$ cat src/rtl/chip8_pkg.sv
// rtl/chip8_pkg.sv - shared CHIP-8 constants and sprite_fetch state encoding
// Purpose: screen geometry, sprite bus width and the sprite_fetch FSM state
// codes used by the sprite_fetch top, its bus interface and the bench.
package chip8_pkg;

    localparam int SCREEN_W     = 64;
    localparam int SCREEN_H     = 32;
    localparam int MAX_ROWS     = 15;
    localparam int SPRITE_BUS_W = 8 * MAX_ROWS;

    // sprite_fetch state enum, kept as plain 3-bit codes for legacy tooling
    typedef logic [2:0] sf_state_t;

    localparam sf_state_t SF_IDLE  = 3'd0;
    localparam sf_state_t SF_FETCH = 3'd1;
    localparam sf_state_t SF_WAIT  = 3'd2;
    localparam sf_state_t SF_DRAW1 = 3'd3;
    localparam sf_state_t SF_DRAW2 = 3'd4;
    localparam sf_state_t SF_DONE  = 3'd5;

endpackage

$ cat src/rtl/sprite_fetch_if.sv
// rtl/sprite_fetch_if.sv - memory read bus and GPU draw bus of sprite_fetch
// Purpose: bundles the sprite memory read port and the GPU draw outputs.
// Signals:
//   mem_rd, mem_addr      read strobe and address (driven by master)
//   mem_data              read data, valid the cycle after mem_rd (driven by slave)
//   gpu_draw              draw strobe, high for two cycles per sprite
//   gpu_row, gpu_col      sprite start row / column
//   gpu_height            sprite height in bytes
//   gpu_sprite_data       packed sprite rows, row 0 in the top byte
//   gpu_cycle_count       1 in the first draw cycle, 2 in the second, else 0
interface sprite_fetch_if #(
    parameter int ADDR_W = 12
);
    import chip8_pkg::*;

    logic                    mem_rd;
    logic [ADDR_W-1:0]       mem_addr;
    logic [7:0]              mem_data;
    logic                    gpu_draw;
    logic [7:0]              gpu_row;
    logic [7:0]              gpu_col;
    logic [7:0]              gpu_height;
    logic [SPRITE_BUS_W-1:0] gpu_sprite_data;
    logic [1:0]              gpu_cycle_count;

    modport master (
        output mem_rd, mem_addr,
        input  mem_data,
        output gpu_draw, gpu_row, gpu_col, gpu_height, gpu_sprite_data, gpu_cycle_count
    );

    modport slave (
        input  mem_rd, mem_addr,
        output mem_data,
        input  gpu_draw, gpu_row, gpu_col, gpu_height, gpu_sprite_data, gpu_cycle_count
    );

endinterface

$ cat src/rtl/sprite_fetch.sv
// rtl/sprite_fetch.sv - CHIP-8 DXYN sprite fetch and GPU draw handoff
// Purpose: on start, reads n sprite bytes from memory at I, packs them into a
// 120-bit buffer and presents a two-cycle draw request to the GPU.
// Ports:
//   clk, rst        clock, asynchronous active-high reset
//   start           DXYN request, sampled only in IDLE
//   i_addr          sprite base address
//   vx, vy          start column / row register values (reduced mod screen size)
//   n               sprite height in bytes
//   busy            high in FETCH, WAIT, DRAW1, DRAW2
//   done            one-cycle completion pulse
//   bus             memory read + GPU draw bus (master side)
module sprite_fetch #(
    parameter int ADDR_W   = 12,
    parameter int MAX_ROWS = 15
) (
    input  logic              clk,
    input  logic              rst,
    input  logic              start,
    input  logic [ADDR_W-1:0] i_addr,
    input  logic [7:0]        vx,
    input  logic [7:0]        vy,
    input  logic [3:0]        n,
    output logic              busy,
    output logic              done,
    sprite_fetch_if.master    bus
);
    import chip8_pkg::*;

    // byte slot of row 0; row k lands MAX_ROWS-1-k slots from the bottom
    localparam logic [3:0] ROW_TOP = 4'(MAX_ROWS - 1);

    sf_state_t               state;
    logic [ADDR_W-1:0]       base;
    logic [7:0]              row;
    logic [7:0]              col;
    logic [3:0]              height;
    logic [3:0]              k;
    logic                    rd_pending;
    logic [3:0]              rd_idx;
    logic [SPRITE_BUS_W-1:0] sprite;
    logic [6:0]              byte_lo;

    // mem_data belongs to the read issued one cycle earlier, so the slot is
    // selected by the index registered alongside that read
    assign byte_lo = 7'(ROW_TOP - rd_idx) << 3;

    always_ff @(posedge clk or posedge rst) begin
        if (rst) begin
            state      <= SF_IDLE;
            base       <= '0;
            row        <= '0;
            col        <= '0;
            height     <= '0;
            k          <= '0;
            rd_pending <= 1'b0;
            rd_idx     <= '0;
            sprite     <= '0;
        end else begin
            rd_pending <= (state == SF_FETCH);
            rd_idx     <= k;

            if (rd_pending) begin
                sprite[byte_lo +: 8] <= bus.mem_data;
            end

            case (state)
                SF_IDLE: begin
                    if (start) begin
                        base   <= i_addr;
                        col    <= vx % 8'(SCREEN_W);
                        row    <= vy % 8'(SCREEN_H);
                        height <= n;
                        k      <= '0;
                        sprite <= '0;
                        state  <= (n == 4'd0) ? SF_DONE : SF_FETCH;
                    end
                end
                SF_FETCH: begin
                    if (k == height - 4'd1) begin
                        state <= SF_WAIT;
                    end else begin
                        k <= k + 4'd1;
                    end
                end
                SF_WAIT:  state <= SF_DRAW1;
                SF_DRAW1: state <= SF_DRAW2;
                SF_DRAW2: state <= SF_DONE;
                SF_DONE:  state <= SF_IDLE;
                default:  state <= SF_IDLE;
            endcase
        end
    end

    assign bus.mem_rd   = (state == SF_FETCH);
    // address wraps naturally at the top of the ADDR_W space
    assign bus.mem_addr = bus.mem_rd ? base + ADDR_W'(k) : '0;

    assign bus.gpu_draw        = (state == SF_DRAW1) || (state == SF_DRAW2);
    assign bus.gpu_cycle_count = (state == SF_DRAW1) ? 2'd1 :
                                 (state == SF_DRAW2) ? 2'd2 : 2'd0;
    assign bus.gpu_row         = row;
    assign bus.gpu_col         = col;
    assign bus.gpu_height      = {4'd0, height};
    assign bus.gpu_sprite_data = sprite;

    assign busy = (state == SF_FETCH) || (state == SF_WAIT) ||
                  (state == SF_DRAW1) || (state == SF_DRAW2);
    assign done = (state == SF_DONE);

endmodule

$ cat src/flat_wrapper.sv
// flat-port wrapper written by rule: the top's interface ports become plain ports
module sprite_fetch_flat import chip8_pkg::*;
#(
    parameter int ADDR_W   = 12,
    parameter int MAX_ROWS = 15
)
  (clk, rst, start, i_addr, vx, vy, n, busy, done, bus_mem_rd, bus_mem_addr, bus_mem_data, bus_gpu_draw, bus_gpu_row, bus_gpu_col, bus_gpu_height, bus_gpu_sprite_data, bus_gpu_cycle_count);
  sprite_fetch_if #(.ADDR_W(ADDR_W)) bus_i ();
  input  logic clk;
  input  logic rst;
  input  logic start;
  input  logic [ADDR_W-1:0] i_addr;
  input  logic [7:0] vx;
  input  logic [7:0] vy;
  input  logic [3:0] n;
  output logic busy;
  output logic done;
  output wire logic [$bits(bus_i.mem_rd)-1:0] bus_mem_rd;
  output wire logic [$bits(bus_i.mem_addr)-1:0] bus_mem_addr;
  input wire logic [$bits(bus_i.mem_data)-1:0] bus_mem_data;
  output wire logic [$bits(bus_i.gpu_draw)-1:0] bus_gpu_draw;
  output wire logic [$bits(bus_i.gpu_row)-1:0] bus_gpu_row;
  output wire logic [$bits(bus_i.gpu_col)-1:0] bus_gpu_col;
  output wire logic [$bits(bus_i.gpu_height)-1:0] bus_gpu_height;
  output wire logic [$bits(bus_i.gpu_sprite_data)-1:0] bus_gpu_sprite_data;
  output wire logic [$bits(bus_i.gpu_cycle_count)-1:0] bus_gpu_cycle_count;
  assign bus_mem_rd = bus_i.mem_rd;
  assign bus_mem_addr = bus_i.mem_addr;
  assign bus_i.mem_data = bus_mem_data;
  assign bus_gpu_draw = bus_i.gpu_draw;
  assign bus_gpu_row = bus_i.gpu_row;
  assign bus_gpu_col = bus_i.gpu_col;
  assign bus_gpu_height = bus_i.gpu_height;
  assign bus_gpu_sprite_data = bus_i.gpu_sprite_data;
  assign bus_gpu_cycle_count = bus_i.gpu_cycle_count;
  sprite_fetch #(.ADDR_W(ADDR_W), .MAX_ROWS(MAX_ROWS)) u_core (.clk(clk), .rst(rst), .start(start), .i_addr(i_addr), .vx(vx), .vy(vy), .n(n), .busy(busy), .done(done), .bus(bus_i));
endmodule
$ cat config.mk
export PLATFORM = sky130hd
export DESIGN_NAME = sprite_fetch_flat
export DESIGN_NICKNAME = d
export VERILOG_FILES = /design/src/rtl/chip8_pkg.sv /design/src/rtl/sprite_fetch_if.sv /design/src/rtl/sprite_fetch.sv /design/src/flat_wrapper.sv
export SDC_FILE = /design/constraint.sdc
export NUM_CORES = 1
export LEC_CHECK = 0
export ABC_AREA = 1
export CORE_MARGIN = 1.5
export CORE_UTILIZATION = 45
export CTS_CLUSTER_DIAMETER = 50
export DETAILED_ROUTE_END_ITERATION = 8
export PLACE_DENSITY = 0.77
export SLEW_MARGIN = 20
export SYNTH_ARGS = -nofsm -noshare
export SYNTH_HDL_FRONTEND = slang
export SYNTH_SLANG_ARGS = --single-unit
$ cat constraint.sdc
create_clock -name clk -period 5.8 [get_ports clk]
set_input_delay 1.45 -clock clk [delete_from_list [all_inputs] [get_ports clk]]
set_output_delay 1.45 -clock clk [all_outputs]
set_load 0.02 [all_outputs]
==> impl_metrics.ini <==
[global_routing]
grt_max_degree = 106
antenna_found_initial = 0
grt_pass1_wl_um = 34070
grt_overflow = 0
grt_util_all_layers = 0.2329
grt_pass1_vias = 6702

[final_layout]
final_nets = 1281
multi_input_area_um2 = 3387
diodes = 0
regArea_um2 = 3979
area_delta_synth_final_pct = 31.70
fillers = 1562
drive_gt1_frac = 0.07022

[worst_setup_path]
worstPathRequired_ns = 4.35
cp_max_fo = 7
setup.worst_path.class = register to primary output
start_kind = register
cp.arrival_ns = 2.85
cp-end-kind = primary output

[logic_synthesis]
synth_warnings = 0
synth.most_common_cell = nand2_1
synth_mux_area_frac = 0
synth_ff_type = dfrtp_1
synth_area_um2 = 8110
synth-seq-cells = 159
synth_compound_area_frac = 0.05940
synth_top_area_frac = 0.4906
synthTopCellsByArea = dfrtp_1 (49%), nand2_1 (13%), nor2_1 (11%), inv_1 (5.3%), o21ai_0 (2.5%)
postSynthCellCount = 1051
yosys.area.top_type = dfrtp_1
ys_types = 40
synth_fa_ha_area_frac = 0.01944
synth_xor_xnor_area_share = 0.008639
syn_avg_cell_area_um2 = 7.717
synth_top_family_by_area = simple AND/OR/NAND/NOR gates
synth_async_sr_flop_share = 1.000
synth_edf_count = 0
synth_seq_area_share = 0.4906
yosys-top-cells-count = nand2_1 (272), nor2_1 (234), dfrtp_1 (159)
synthSimpleGateAreaFrac = 0.3254

[placed_design]
port_buffers = 190
post-dp-hpwl_um = 14540
gp_congestion = 0.8527

[power]
p_leak_nw = 5.554
vdd_drop_max_uv = 365.1
power_density_nw_per_um2 = 456.9

[timing]
holdWs_ns = 0.4728
period_needed_ns = 4.298
fmax_mhz = 232.7
finalSetupViolCount = 0
rsz0062_at_grt = false
slew_headroom = 0.4367
worstMarginPinSlew_ns = 0.8449
skew_ns = 0.01187
fin_crit_sh = 0.7410
drv_slew = 0
setup_tns_ns = 0
hold_violations = 0

[clocking]
clk-insertion-delay-late_ns = 0.43
post_cts_buffers = 0
tritoncts = done
clock-sinks = 159
cts_max_level = 4
cts_hold_buf = 0
clockRootBuffer = clkbuf_16
cts_buffers = 17
path_clk_slew_ns = 0.06
cts.repair.resized = 0
clockBufferDepth = 2

[die]
die_w_um = 137.3
fp-row-count = 48
initial_core_util = 0.4641
die_area_um2 = 18840
die_y_um = 137.3
ios = 205
core_um2 = 17480

[drt]
first_iter_violations = 435
vias = 7062
wl_um = 21040
dr.pass1.iters = 5
drt.antenna.violating_nets = 0
viasPerCell = 4.824
routedWlPerCell_um = 14.37
drc = 0

[worst_hold_path]
worstHoldPathType = register to register

[run]
max_cap_violations = 0

[status]
status = completed
## layout by cell type, fill, tap and decap left out, types with 4 or more instances in the layout
cell,n
inv_1,112
nand3_1,35
clkinv_2,6
xor2_1,4
nor2_2,6
nor2_1,234
clkdlybuf4s50_1,190
nand2_4,10
dfrtp_1,159
nand2_1,272
nand2_2,8
inv_2,6
nand3_2,6
o21ai_0,41
a21oi_1,40
nor2_4,5
nor3_1,20
clkbuf_16,17
o21ai_1,8
conb_1,9
xnor2_1,4
ha_1,11
## cell families (layout without fill, tap and decap cells)
group,after synthesis,in the layout
AO/OA/AOI/OAI,94,94
XOR/XNOR,8,8
adder cells (fa/ha/maj),12,12
buffers and inverters,170,350
flip-flops,159,159
other,1,9
AND/OR/NAND/NOR,607,607
## through the flow
step           utilization  setup WS [ns]  total power [W]  instance area, um2  instances
2_1_floorplan            -        0.05844         0.002922                8140       1059
3_3_place_gp        0.5764          2.002         0.003686               10070       1432
3_5_place_dp        0.5764          2.012         0.003731               10070       1432
4_1_cts             0.6112          1.508         0.004910               10680       1464
5_1_grt             0.6112          1.366         0.005209               10680       1464
6_report            0.6112          1.502         0.004881               10680       1464
## state kept, by name, summed over array words and instances (netlist names)
name and flops:
u_core.rd_pending 1, u_core.state 3, u_core.base 12, u_core.bus.gpu_col 6, u_core.bus.gpu_sprite_data 120, u_core.rd_idx 4, u_core.bus.gpu_row 5, u_core.height 4
u_core.k 4
## final timing paths
kind / start / end / slack (ns) / cells past startpoint
max in group asynchronous: rst / u_core.bus.gpu_sprite_data[114] / 3.38 / 3
worst max register to register: u_core.state[1] / u_core.k[2] / 3.24 / 11
worst max-delay path: u_core.k[0] / bus_mem_addr[10] / 1.50 / 9
min in group asynchronous: rst / u_core.base[10] / 1.45 / 2
worst min-delay path: u_core.bus.gpu_row[4] / u_core.bus.gpu_row[4] / 0.47 / 2
worst min register to register: u_core.bus.gpu_row[4] / u_core.bus.gpu_row[4] / 0.47 / 2
## final cells by class
class	count	area share
Timing Repair Buffer	194	0.1820
Sequential cell	159	0.3725
Clock inverter	11	0.01289
Multi-Input combinational cell	730	0.3171
Tap cell	225	0.02636
Clock buffer	21	0.04404
Inverter	124	0.04510
## routing by layer
layer | routed length, um | vias up | GRT usage
met5 | 0 | - | 0
met3 | 1516 | 25 | 0.06475
met4 | 347 | 0 | 0.06491
li1 | - | 3542 | -
met2 | 9794 | 235 | 0.3713
met1 | 9386 | 3260 | 0.3122
## report_power, final
| part | internal (W) | switching (W) | total, W |
|---|---|---|---|
| combinational | 0.000810 | 0.00130 | 0.00211 |
| sequential | 0.00137 | 0.000235 | 0.00161 |
| clock | 0.000707 | 0.000458 | 0.00117 |
## critical path, stage by stage (launching register included)
cell	delay (ns)
dfrtp_1	0.47
ha_1	0.26
fa_1	0.25
nand3_1	0.09
nand2_1	0.10
nand2_1	0.09
nor2_1	0.21
a21oi_1	0.10
nor3_1	0.21
clkdlybuf4s50_1	0.66
Power figures use the tool's default switching activity.
